**config.mk**
```make
export PLATFORM = sky130hd
export DESIGN_NAME = barrel_spawn_pool
export DESIGN_NICKNAME = d
export VERILOG_FILES = /design/src/rtl/barrel_spawn_pool.sv
export SDC_FILE = /design/constraint.sdc
export NUM_CORES = 1
export LEC_CHECK = 0
export ABC_AREA = 1
export BUFFER_PORTS_ARGS = -buffer_cell sky130_fd_sc_hd__buf_2
export CAP_MARGIN = 20
export CORE_MARGIN = 1.5
export CORE_UTILIZATION = 50
export DETAILED_ROUTE_END_ITERATION = 6
export GPL_ROUTABILITY_DRIVEN = 1
export HOLD_SLACK_MARGIN = 0.08
export PLACE_DENSITY_LB_ADDON = 0.08
export SYNTH_ARGS = -nofsm -noshare
export SYNTH_HDL_FRONTEND = slang
export SYNTH_SLANG_ARGS = --single-unit
```
**constraint.sdc**
```tcl
create_clock -name clk -period 6.1 [get_ports clk]
set_clock_uncertainty 0.05 [all_clocks]
set_input_delay 0.305 -clock clk [delete_from_list [all_inputs] [get_ports clk]]
set_output_delay 0.305 -clock clk [all_outputs]
set_load 0.02 [all_outputs]
```
**src/rtl/barrel_spawn_pool.sv**
```systemverilog
// Shared pool of horizontal/vertical barrel slots. Player-2 spawn keys are queued
// and granted to the lowest free slot of the matching type, paced by a cooldown.
module barrel_spawn_pool #(
    parameter int                 BARRELS    = 10,
    parameter logic [BARRELS-1:0] VER_MASK   = 10'b1111100000,
    parameter int                 DELAY_TIME = 20_500_000,
    parameter int                 QDEPTH     = 4
) (
    input  logic                       clk,
    input  logic                       rst,
    input  logic                       start_game,
    input  logic                       animation,
    input  logic                       key_hor,
    input  logic                       key_ver,
    input  logic [BARRELS-1:0]         done,
    input  logic [BARRELS-1:0]         hit,
    output logic [BARRELS-1:0]         barrel,
    output logic                       game_over,
    output logic                       drop,
    output logic [7:0]                 spawn_count,
    output logic [$clog2(QDEPTH):0]    queue_level
);

    localparam int AW = (QDEPTH > 1) ? $clog2(QDEPTH) : 1;
    localparam int LW = $clog2(QDEPTH) + 1;
    localparam int CW = (DELAY_TIME > 1) ? $clog2(DELAY_TIME) : 1;

    typedef enum logic [1:0] {IDLE, READY, COOL, HALT} state_t;

    state_t            state;
    logic [CW-1:0]     cool_cnt;
    logic              key_hor_q;
    logic              key_ver_q;
    logic              fifo_mem [QDEPTH];
    logic [AW-1:0]     rd_ptr;
    logic [AW-1:0]     wr_ptr;

    logic               en;
    logic               req_hor;
    logic               req_ver;
    logic               push_en;
    logic               push;
    logic               push_ver;
    logic               fifo_empty;
    logic               fifo_full;
    logic               head_ver;
    logic [BARRELS-1:0] free_match;
    logic [BARRELS-1:0] alloc;
    logic               pop;
    logic               accept;
    logic               drop_next;
    logic [BARRELS-1:0] grant;

    assign en       = start_game & ~animation;
    assign req_hor  = key_hor & ~key_hor_q;
    assign req_ver  = key_ver & ~key_ver_q;
    assign push_en  = en & ~game_over & ((state == READY) || (state == COOL));
    assign push     = push_en & (req_hor | req_ver);
    // A simultaneous hor+ver rise keeps only the horizontal request.
    assign push_ver = req_ver & ~req_hor;

    assign fifo_empty = (queue_level == '0);
    assign fifo_full  = (queue_level == LW'(QDEPTH));
    assign head_ver   = fifo_mem[rd_ptr];

    assign free_match = ~barrel & (head_ver ? VER_MASK : ~VER_MASK);
    // Isolate the lowest set bit: the lowest-index free slot of the head's type.
    assign alloc      = free_match & (~free_match + BARRELS'(1));

    assign pop       = (state == READY) & en & ~game_over & ~fifo_empty & (|free_match);
    assign accept    = push & (~fifo_full | pop);
    assign drop_next = push & ((req_hor & req_ver) | (fifo_full & ~pop));
    assign grant     = pop ? alloc : '0;

    // NOTE: the FIFO storage carries no reset; pointers and level alone define validity,
    // so the array maps onto plain registers/RAM without a reset net.
    always_ff @(posedge clk) begin
        if (accept) begin
            fifo_mem[wr_ptr] <= push_ver;
        end
    end

    // NOTE: all state below uses non-blocking assignments so every register samples
    // the pre-edge values of its neighbours, independent of statement order.
    always_ff @(posedge clk or posedge rst) begin
        if (rst) begin
            state       <= IDLE;
            cool_cnt    <= '0;
            key_hor_q   <= 1'b0;
            key_ver_q   <= 1'b0;
            rd_ptr      <= '0;
            wr_ptr      <= '0;
            queue_level <= '0;
            barrel      <= '0;
            game_over   <= 1'b0;
            drop        <= 1'b0;
            spawn_count <= '0;
        end else begin
            key_hor_q <= key_hor;
            key_ver_q <= key_ver;
            game_over <= game_over | (|(hit & barrel));
            drop      <= drop_next;

            if (!en || (state == IDLE)) begin
                state       <= en ? READY : IDLE;
                cool_cnt    <= '0;
                rd_ptr      <= '0;
                wr_ptr      <= '0;
                queue_level <= '0;
                barrel      <= '0;
            end else begin
                barrel <= (barrel | grant) & ~done;

                if (accept) begin
                    wr_ptr <= wr_ptr + AW'(1);
                end
                if (pop) begin
                    rd_ptr <= rd_ptr + AW'(1);
                end
                if (accept && !pop) begin
                    queue_level <= queue_level + LW'(1);
                end else if (!accept && pop) begin
                    queue_level <= queue_level - LW'(1);
                end

                case (state)
                    READY: begin
                        if (game_over) begin
                            state <= HALT;
                        end else if (pop) begin
                            spawn_count <= spawn_count + 8'd1;
                            cool_cnt    <= CW'(DELAY_TIME - 1);
                            state       <= COOL;
                        end
                    end
                    COOL: begin
                        if (game_over) begin
                            state <= HALT;
                        end else if (cool_cnt == '0) begin
                            state <= READY;
                        end else begin
                            cool_cnt <= cool_cnt - CW'(1);
                        end
                    end
                    default: state <= HALT;
                endcase
            end
        end
    end

endmodule

```
# After elaboration in Yosys (flattened, before gate mapping)
# Memory sizes are Yosys's and may differ from the RTL's.
# Cells that the tools add are included.
# Widths: inputs -> output; s select.
[op_classes]
add_sub_neg = 7
n_mul = 0
div = 0
order_cmp = 0
n_eq_ne = 9
shift = 0
muxes = 25
bitwise = 36
n_reduce_logical = 19
[ops]
columns = ["operator", "count"]
rows = [
  ["$mux 25", 5],
  ["$pmux 25 s2", 1],
  ["$and 10x10->10", 4],
  ["$mux 10", 3],
  ["$not 10->10", 3],
  ["$logic_not 25->1", 1],
  ["$sub 25x1->25 const B", 1],
  ["$reduce_or 10->1", 2],
  ["$mux 2", 9],
  ["$and 1x1->1", 15],
  ["$add 10x1->10 const B", 1],
  ["$or 10x10->10", 1],
  ["$mux 3", 3],
  ["$ne 3x2->1 const B", 3],
  ["$not 1->1", 9],
  ["$add 8x1->8 const B", 1],
  ["$reduce_bool 3->1", 2],
  ["$reduce_and 5->1", 1],
  ["$add 2x1->2 const B", 2],
  ["$ne 4x2->1 const B", 1],
  ["$ne 4x3->1 const B", 1],
  ["$or 1x1->1", 4],
  ["$pmux 2 s2", 1],
  ["$reduce_and 4->1", 1],
  ["14 further kinds", 21],
]
[word_totals]
register_bits = 56
latch_bits = 0
ramBits = 4
rom_bits = 0
input_bits = 26
output_inout_bits = 23
word_cells = 108
memories = 1
[memory_table]
columns = ["memory", "words", "width", "rd", "rd_clocked_by_memory_dff", "wr", "line", "text"]
rows = [
  ["fifo_mem", 4, 1, 1, 0, 1, "34", "logic fifo_mem [QDEPTH];"],
]

# Longest topological paths before layout
# Gate-level depths: netlist of run 1.
[depth]
word_depth = 13
ltp_mapped = 17
ltp_nobuf = 16

# Worst setup path after synthesis of run 1
# No wires, ideal clock.
[synth_path]
kind = "reg2reg"
start = "register state[1]"
end = "register queue_level[2]"
setup_time_ps = 117
t_arrival_ps = 2227
required_time_ps = 5933
path_slack_ps = 3706
path_stages_with_launch = 16
n_path_buf = 1
synth_period_minus_slack_ps = 2394
cell_sequence = "dfrtp_1 inv_1 ha_1 inv_1 nor4_4 nand2_4 buf_12 nand3_4 inv_2 fa_1 xnor2_1 inv_1 nand2_1 nand2_1 nand2_1 nand2_1"
[synth_between]
elab_chain_cells = 10
word_cells_on_any_way = 20
classes_between = "2 x eq/ne; 2 x mux; 8 x bitwise; 8 x reduce/logical"
[synth_lines]
columns = ["element", "line", "text"]
rows = [
  ["from (decl)", "30", "state_t state;"],
  ["from (signal assigned)", "105", "state <= en ? READY : IDLE;"],
  ["$eq 2x1->1", "57, 70", ""],
  ["$and 1x1->1 (4 in a row)", "70", "assign pop = (state == READY) & en & ~game_over & ~fifo_empty & (|free_match);"],
  ["$or 1x1->1", "71", "assign accept = push & (~fifo_full | pop);"],
  ["$and 1x1->1", "71", ""],
  ["$logic_and 1x1->1 / $logic_not 1->1 (equally long branches)", "120, 122", ""],
  ["$mux 3 / $logic_and 1x1->1 (equally long branches)", "120, 122", ""],
  ["$mux 3 / $reduce_bool 3->1 (equally long branches)", "-", ""],
  ["to (signal assigned)", "121", "queue_level <= queue_level + LW'(1);"],
  ["to (signal assigned)", "123", "queue_level <= queue_level - LW'(1);"],
  ["to (decl)", "21", "output logic [$clog2(QDEPTH):0] queue_level"],
]
# Several ways; a longest one is shown, not always the timed one.
# A chain may end at the register's enable or synchronous reset.

# Worst setup path after layout of run 1
# Same ends and word-level chain as after synthesis.

==> impl_metrics.json, run 1 <==
{
  "final_util_pct": 60.0,
  "internal_power_w": 0.000616,
  "clk_path_buf_depth": 2,
  "place_area_mm2": 0.00413,
  "synth_edf_count": 4,
  "cts.sink_count": 60,
  "dr.pass1.iters": 4,
  "worst_ir_drop_vdd_mv": 0.106,
  "start_util_pct": 52.3,
  "maxCapViolCount": 0,
  "synth.area.top_cells": "dfrtp_1 (37%), nand2_1 (13%), inv_1 (6.4%), nor2_1 (6.1%), o21ai_2 (3.2%)",
  "synth_top_area_cell": "dfrtp_1",
  "slowest_stage": "dfrtp_1",
  "synth_warnings": 0,
  "cpMostUsedCell": "nand2_1",
  "dieArea_mm2": 0.00820,
  "critPathKind": "register to register",
  "slew-limit-headroom_pct": 51.8,
  "synthCells": 491,
  "portBuffers": 48,
  "ios": 49,
  "hold_violations": 0,
  "cp_slowest_stage_delay_ns": 0.40,
  "routed_wl_mm": 8.40,
  "syn_nets": 527,
  "power_leakage_nw": 2.23,
  "timing.hold.ws_ns": 0.113,
  "dpl.hpwl_mm": 5.89,
  "rows": 31,
  "die_h_um": 90.6,
  "path_buf_inv": 4,
  "post_synth.cell_area_avg_um2": 7.81,
  "power_density_mw_per_mm2": 195,
  "drc_errors": 0,
  "clk_pin_slew_ns": 0.07,
  "use_met2_pct": 33.9,
  "antenna_found_initial": 0,
  "ys_types": 47,
  "antenna_left": 0,
  "grt.total_usage_pct": 22.1,
  "critPathMaxFanout": 13,
  "path_delay_family": "simple AND/OR/NAND/NOR gates",
  "min-delay-path-class": "input port to async pin",
  "p_comb_share_pct": 13.6,
  "power.switching_w": 0.000239,
  "max_freq_mhz": 396,
  "synth.most_common_cell": "nand2_1",
  "crit_chain": "inv_1 > ha_1 > inv_1 > nor4_4 > nand2_4 > nand3_4 > inv_2 > fa_1 > xnor2_1 > inv_1 > nand2_1 > nand2_1 > nand2_1 > nand2_1",
  "use_met3_pct": 3.45,
  "drt-initial-drc-count": 138,
  "setup_tns_ns": 0,
  "cp-start-kind": "register",
  "dieWidth_um": 90.6,
  "syn2layout_area_growth_pct": 14.7,
  "outcome": "finished, final reports clean",
  "clockRootBuffer": "clkbuf_8",
  "htreeDepth": 3,
  "tightest_slew_ns": 0.723,
  "rsz0062_at_grt": "no",
  "cp.required_ns": 6.28,
  "ys_top_cells_by_count": "nand2_1 (128), inv_1 (65), nor2_1 (62)",
  "p_clk_share_pct": 38.3,
  "final_cell_area_mm2": 0.00440,
  "cts_tree": "done",
  "p_sw_share_pct": 28.0,
  "synth_top_area_share_pct": 36.6,
  "clk_latency_ns": 0.34,
  "syn_area_mm2": 0.00383,
  "numCtsBuffers": 9,
  "core_region_area_mm2": 0.00733,
  "wl_per_cell_um": 12.8,
  "overflow": 0,
  "top_usage_layer": "met2",
  "vias": 3315,
  "ys_seq_area_share_pct": 39.7,
  "grt_pass1_vias": 3161,
  "fin_crit_sh_pct": 41.4,
  "final_max_slew_viol_count": 0,
  "synth_seq_cells": 60,
  "arrival_ns": 2.71,
  "nNetsFinal": 587,
  "setup_viol": 0,
  "grt_pass1_wl_mm": 14.5,
  "n_antenna_cell": 0,
  "end_kind": "register",
  "use_met1_pct": 30.8,
  "grt_max_degree": 57,
  "vias_per_cell": 5.06,
  "postCtsSetupBuffers": 0,
  "gp_congestion": 0.853,
  "p_seq_share_pct": 48.1,
  "drive_gt1_share_pct": 20.7,
  "p_total_w": 0.000855,
  "synthArstFlopShare_pct": 93.3,
  "period_needed_ns": 2.53,
  "synth_flop_cell": "dfrtp_1"
}
==> power by group through the flow <==
| stage | combinational, W | sequential (W) | clock [W] |
|---|---|---|---|
| final | 0.000116 | 0.000412 | 0.000327 |
| after global routing | 0.000132 | 0.000412 | 0.000356 |
| after CTS | 0.000117 | 0.000411 | 0.000338 |
| after detailed placement | 0.000112 | 0.000419 | 0 |
| after global placement | 0.000112 | 0.000419 | 0 |
| after floorplan | 0.0000853 | 0.000418 | 0 |
==> through the flow <==
step                      std cells  setup WS (ns)
after floorplan                 491           3.71
after global placement          630           3.66
after detailed placement        630           3.59
after CTS                       655           3.58
after global routing            655           3.38
final                           655           3.57
==> layout make-up <==
class | instances | area [um2]
sequential | 60 | 1520
clock inverter | 4 | 25.0
timing repair buffer | 58 | 338
inverter | 70 | 273
tap | 99 | 124
clock buffer | 12 | 155
multi-input combinational | 352 | 1960
fill | 696 | 2930
==> flip-flops by register name, indices dropped and copies added, names as in the netlist <==
register	cells
spawn_count	8
drop	1
game_over	1
queue_level	3
wr_ptr	2
cool_cnt	25
state	2
rd_ptr	2
key_ver_q	1
fifo_mem	4
barrel	10
key_hor_q	1
==> cell families (layout without fill, tap and decap cells) <==
group | after synthesis | count (layout) | share of synthesized area, %
buffers and inverters | 79 | 144 | 9.17
AOI/OAI and AO/OA | 56 | 56 | 10.1
xor gates and xnor gates | 18 | 18 | 4.11
and+or+nand+nor | 268 | 268 | 33.5
DFF | 60 | 60 | 39.7
adders and majority gates | 10 | 10 | 3.46
==> worst register-to-register path, cell delays in order (launching register included) <==
cell and delay, ns:
dfrtp_1 0.40, inv_1 0.08, ha_1 0.21, inv_1 0.12, nor4_4 0.33, nand2_4 0.21, nand3_4 0.14, inv_2 0.06
fa_1 0.37, xnor2_1 0.20, inv_1 0.06, nand2_1 0.06, nand2_1 0.04, nand2_1 0.05, nand2_1 0.04
==> path summary, 6_finish.rpt <==
kind / startpoint / endpoint / slack [ns] / depth (start not counted)
min: rst / spawn_count[7] / 0.11 / 3
min reg2reg: cool_cnt[24] / cool_cnt[24] / 0.44 / 2
max in group asynchronous: rst / state[1] / 5.40 / 3
max: state[1] / queue_level[2] / 3.57 / 14
min in group clk: done[8] / barrel[8] / 0.16 / 3
max reg2reg: state[1] / queue_level[2] / 3.57 / 14
==> timing repair <==
action                    4_1_cts  5_1_grt
hold buffers                    9        0
hold endpoints to repair        9        0
resized for setup               0        0
==> cells in the final DEF, fill, tap and decap left out, drive strengths merged, types with 4 or more instances in the layout <==
master,instances
nand4,10
buf,49
nor3,13
edfxtp,4
dfrtp,56
inv,69
nor2,70
a21oi,9
nand3,29
o21ai,39
nand2,138
xor2,11
xnor2,7
dlygate4sd3,9
ha,9
clkbuf,12
==> metal layers <==
layer	wire (um)	vias to the layer above
met2	3660	81
met3	370	11
li1	-	1687
met1	4210	1536
met5	0	-
met4	148	0
No activity file was read; power rests on OpenSTA's default activity.
==> run 2, diff against run 1 <==
==> constraint.sdc (replaced) <==
create_clock -name clk -period 2.2 [get_ports clk]
set_clock_uncertainty 0.05 [all_clocks]
set_input_delay 0.11 -clock clk [delete_from_list [all_inputs] [get_ports clk]]
set_output_delay 0.11 -clock clk [all_outputs]
set_load 0.02 [all_outputs]
==> run 2 against run 1 <==
Count of clock-buffer cells in the layout unchanged. Sequential power increased to 2.8 times the previous value. Largest cell class unchanged. Via count increased by 2.8%.
==> impl_metrics.json, run 2 (same netlist as run 1, synthesis figures left out) <==
{
  "clockRootBuffer": "clkbuf_8",
  "drive_gt1_share_pct": 24.0,
  "min-delay-path-class": "input port to register",
  "drt-initial-drc-count": 177,
  "fillers": 653,
  "die_h_um": 90.6,
  "outcome": "finished, final reports clean",
  "power.switching_w": 0.000676,
  "grt_pass1_vias": 3283,
  "portBuffers": 48,
  "hp-start": "animation",
  "htreeDepth": 3,
  "final_max_slew_viol_count": 0,
  "clk_pin_slew_ns": 0.07,
  "overflow": 0,
  "p_comb_share_pct": 13.3,
  "top_register": "cool_cnt",
  "rows": 31,
  "grt.total_usage_pct": 22.7,
  "cp-start-kind": "register",
  "rsz0062_at_grt": "yes",
  "clk_latency_ns": 0.34,
  "cts.sink_count": 60,
  "end_kind": "register",
  "wl_per_cell_um": 13.0,
  "final_common_cell": "nand2_1",
  "n_antenna_cell": 0,
  "vias_per_cell": 5.03,
  "startpoint": "rd_ptr[0]",
  "timing.rr.start": "rd_ptr[0]",
  "syn2layout_area_growth_pct": 22.2,
  "maxCapViolCount": 0,
  "antenna_left": 0,
  "numCtsBuffers": 9,
  "dpl.hpwl_mm": 6.16,
  "p_sw_share_pct": 25.1,
  "critPathMaxFanout": 4,
  "worst_ir_drop_vdd_mv": 0.375,
  "cp.required_ns": 2.38,
  "gp_congestion": 0.799,
  "tightest_slew_ns": 0.583,
  "dr.pass1.iters": 4,
  "vias": 3407,
  "cts_tree": "done",
  "arrival_ns": 2.29,
  "slew-limit-headroom_pct": 61.1,
  "power_density_mw_per_mm2": 576,
  "clk_path_buf_depth": 2,
  "core_region_area_mm2": 0.00733,
  "largest_reg_flops": 25,
  "drc_errors": 0,
  "fin_crit_sh_pct": 96.0,
  "nNetsFinal": 610,
  "power_leakage_nw": 2.36,
  "grt_max_degree": 32,
  "dp_cells": 644,
  "period_needed_ns": 2.11,
  "start_util_pct": 52.3,
  "grt_pass1_wl_mm": 14.9,
  "instances_no_fill": 678,
  "final_cell_mix": "nand2_1 (128), nor2_1 (62), inv_1 (60), dfrtp_1 (55), buf_2 (48)",
  "ios": 49,
  "p_clk_share_pct": 44.4,
  "max_freq_mhz": 473,
  "p_seq_share_pct": 42.3,
  "setup_viol": 0,
  "dieArea_mm2": 0.00820,
  "hold_violations": 0,
  "antenna_found_initial": 0,
  "timing.hold.ws_ns": 0.266,
  "reg.largest.list": "cool_cnt: 25 flops, barrel: 10 flops, spawn_count: 8 flops",
  "routed_wl_mm": 8.85,
  "internal_power_w": 0.00202,
  "dieWidth_um": 90.6,
  "critPathKind": "register to register"
}
## run 2: path summary, 6_finish.rpt
check / slack [ns] / cells after the start / to
min in group asynchronous: 0.34 / 3 / spawn_count[0]
min reg2reg: 0.44 / 2 / cool_cnt[24]
min: 0.27 / 5 / state[0]
max: 0.09 / 15 / queue_level[2]
max reg2reg: 0.09 / 15 / queue_level[2]
max in group asynchronous: 1.18 / 4 / queue_level[2]
## run 2: stage by stage
step	setup WS [ns]	instance area, um2	total power (W)	setup TNS [ns]	util [%]
global route	-0.0976	4680	0.00281	-0.262	63.9
global placement	0.0618	4270	0.00149	0	58.2
floorplan	-0.0167	3860	0.00140	-0.0167	-
finish	0.0879	4680	0.00270	0	63.9
detailed placement	-0.00881	4270	0.00149	-0.00881	58.2
CTS	0.0321	4660	0.00271	0	63.5
## run 2: cell type report
class / count / area, um2 / area share [%]
Multi-Input combinational cell: 352 / 1990 / 42.6
Sequential cell: 60 / 1520 / 32.5
Timing Repair Buffer: 81 / 538 / 11.5
Inverter: 70 / 273 / 5.82
Clock buffer: 12 / 135 / 2.88
Tap cell: 99 / 124 / 2.64
Clock inverter: 4 / 97.6 / 2.08
## run 2: critical path: stages (launching register included)
cell,delay (ns)
dfrtp_1,0.42
inv_2,0.10
nand2_1,0.06
nand3_2,0.10
nand3_1,0.15
nand4_4,0.16
nand2_4,0.07
nand3_4,0.07
inv_2,0.05
fa_2,0.35
xnor2_2,0.16
inv_1,0.06
nand2_1,0.06
nand2_1,0.05
nand2_1,0.06
nand2_1,0.04
## run 2: power groups by stage
| stage | sequential, W | clock [W] | combinational, W |
|---|---|---|---|
| floorplan | 0.00116 | 0 | 0.000238 |
| global placement | 0.00116 | 0 | 0.000324 |
| detailed placement | 0.00116 | 0 | 0.000328 |
| CTS | 0.00114 | 0.00121 | 0.000351 |
| global route | 0.00114 | 0.00127 | 0.000402 |
| finish | 0.00114 | 0.00120 | 0.000359 |
## run 2: metal layers
metal	vias up	wire, um	GRT usage [%]
li1	1725	-	-
met1	1561	4090	29.7
met2	104	4170	37.1
met3	17	431	3.20
met4	0	163	10.7
met5	-	0	0
## run 2: what timing repair did
item / 4_1_cts / 5_1_grt
resized for setup: 0 / 4
hold endpoints to repair: 39 / 0
pin swaps: 0 / 5
hold buffers: 15 / 0
setup endpoints to repair: 1 / 17
setup buffers: 1 / 2
==> run 3, diff against run 2 <==
--- a/config.mk
+++ b/config.mk
@@ -9,7 +9,7 @@
 export BUFFER_PORTS_ARGS = -buffer_cell sky130_fd_sc_hd__buf_2
 export CAP_MARGIN = 20
 export CORE_MARGIN = 1.5
-export CORE_UTILIZATION = 50
+export CORE_UTILIZATION = 53
 export DETAILED_ROUTE_END_ITERATION = 6
 export GPL_ROUTABILITY_DRIVEN = 1
 export HOLD_SLACK_MARGIN = 0.08
==> run 3 against run 2 <==
Count of clock-buffer cells in the layout shrank 2. Largest cell class unchanged. Sequential share of layout area grew 0.21 points. Register-to-register slack lost 0.05 ns. First-iteration DRC count grew 2.3%. Largest power group is now sequential cells. Cell area shrank 0.64%. Total power shrank 3.8%. Clock power shrank 8%. Flip-flop and latch count is the same.
==> impl_metrics.json, run 3 (same netlist as run 1, synthesis figures left out) <==
{
  "min-delay-path-class": "input port to register",
  "core_region_area_mm2": 0.00691,
  "numCtsBuffers": 9,
  "critPathKind": "register to register",
  "overflow": 0,
  "wl_met1_mm": 4.07,
  "grt.total_usage_pct": 24.3,
  "pre_cts_ws_ns": 0.00224,
  "drt-initial-drc-count": 181,
  "syn2layout_area_growth_pct": 21.4,
  "clk_path_buf_depth": 2,
  "largest_reg_flops": 25,
  "clk_pin_slew_ns": 0.07,
  "ios": 49,
  "grt_pass1_vias": 3236,
  "rows": 30,
  "clk_latency_ns": 0.35,
  "dieArea_mm2": 0.00775,
  "top_register": "cool_cnt",
  "n_antenna_cell": 0,
  "final_max_slew_viol_count": 0,
  "grt_max_degree": 57,
  "hold_violations": 0,
  "cts.sink_count": 60,
  "power_leakage_nw": 2.35,
  "dpl.hpwl_mm": 6.22,
  "final_cell_area_mm2": 0.00465,
  "drive_gt1_share_pct": 24.0,
  "worst_ir_drop_vdd_mv": 0.307,
  "grt_pass1_wl_mm": 14.6,
  "start_util_pct": 55.5,
  "arrival_ns": 2.35,
  "cp-start-kind": "register",
  "wl_met3_um": 420,
  "period_needed_ns": 2.17,
  "drc_errors": 0,
  "clockRootBuffer": "clkbuf_8",
  "vias": 3429,
  "antenna_found_initial": 0,
  "nNetsFinal": 609,
  "postLayoutSetupSlackWorst_ns": 0.0336,
  "cts_tree": "done",
  "vias_per_cell": 5.09,
  "dr.pass1.iters": 5,
  "top_layer": "met4",
  "maxCapViolCount": 0,
  "cp.required_ns": 2.39,
  "reg.largest.list": "cool_cnt: 25 flops, barrel: 10 flops, spawn_count: 8 flops",
  "portBuffers": 48,
  "routed_wl_mm": 8.74,
  "p_total_w": 0.00259,
  "max_freq_mhz": 462,
  "setup_viol": 0,
  "critPathMaxFanout": 3,
  "final_cell_mix": "nand2_1 (128), nor2_1 (62), inv_1 (62), dfrtp_1 (55), buf_2 (48)",
  "met2_length_mm": 4.16,
  "tightest_slew_ns": 0.411,
  "antenna_left": 0,
  "fin_crit_sh_pct": 98.5,
  "end_kind": "register",
  "slew-limit-headroom_pct": 72.4,
  "place_area_mm2": 0.00426,
  "power_density_mw_per_mm2": 557,
  "die_h_um": 88.1,
  "dieWidth_um": 88.1,
  "gp_congestion": 0.870,
  "wl_per_cell_um": 13.0,
  "rsz0062_at_grt": "yes",
  "outcome": "finished, final reports clean",
  "htreeDepth": 3,
  "final_common_cell": "nand2_1"
}
==> run 3: per-stage QoR <==
stage	std cells	hold slack, ns	util (%)	setup TNS (ns)
2_1_floorplan	491	0.0914	-	-0.0167
3_3_place_gp	641	0.144	61.7	0
3_5_place_dp	641	0.150	61.7	0
4_1_cts	673	0.246	67.2	0
5_1_grt	674	0.285	67.4	-0.175
6_report	674	0.256	67.4	0
==> run 3: routing by layer <==
metal	up-vias	global-route usage [%]
met2	92	41.4
met3	10	5.18
met5	-	0
li1	1735	-
met1	1592	30.8
met4	0	8.24
==> run 3: where the power goes <==
part / leakage (nW) / total (W) / internal [W] / switching [W]
registers: 0.806 / 0.00114 / 0.00113 / 0.0000134
clock network: 0.102 / 0.00110 / 0.000637 / 0.000464
logic: 1.45 / 0.000353 / 0.000135 / 0.000218
total: 2.35 / 0.00259 / 0.00190 / 0.000695
==> run 3: worst paths after layout <==
check	start	to	slack, ns	depth (start not counted)
max	state[0]	queue_level[2]	0.03	15
max reg2reg	state[0]	queue_level[2]	0.03	15
min	animation	state[0]	0.26	5
min in group asynchronous	rst	barrel[4]	0.32	4
max in group asynchronous	rst	queue_level[2]	1.51	4
min reg2reg	cool_cnt[24]	cool_cnt[24]	0.44	2
==> run 3: worst max-delay path: stages, from the launching register on <==
cell and delay (ns):
dfrtp_1 0.37, inv_1 0.07, ha_1 0.31, inv_1 0.08
nor2_1 0.06, nand3_1 0.13, inv_1 0.09, nand3_4 0.08
inv_2 0.05, fa_2 0.35, xnor2_2 0.16, inv_1 0.06
nand2_1 0.06, nand2_1 0.04, nand2_1 0.06, nand2_1 0.04
==> run 3: repair_timing <==
action                                 4_1_cts  5_1_grt
buffers inserted                             1        1
gates resized for setup                      0        2
pin swaps                                    0        2
hold buffers                                15        0
setup endpoints to repair                    1       12
endpoints found under the hold margin       70        0
cloned                                       0        0
==> run 3: layout make-up <==
class	count	area, um2
Clock buffer	10	128
Multi-Input combinational cell	352	1990
Inverter	70	273
Fill cell	627	2250
Sequential cell	60	1520
Timing Repair Buffer	80	531
Clock inverter	6	88.8
Tap cell	96	120
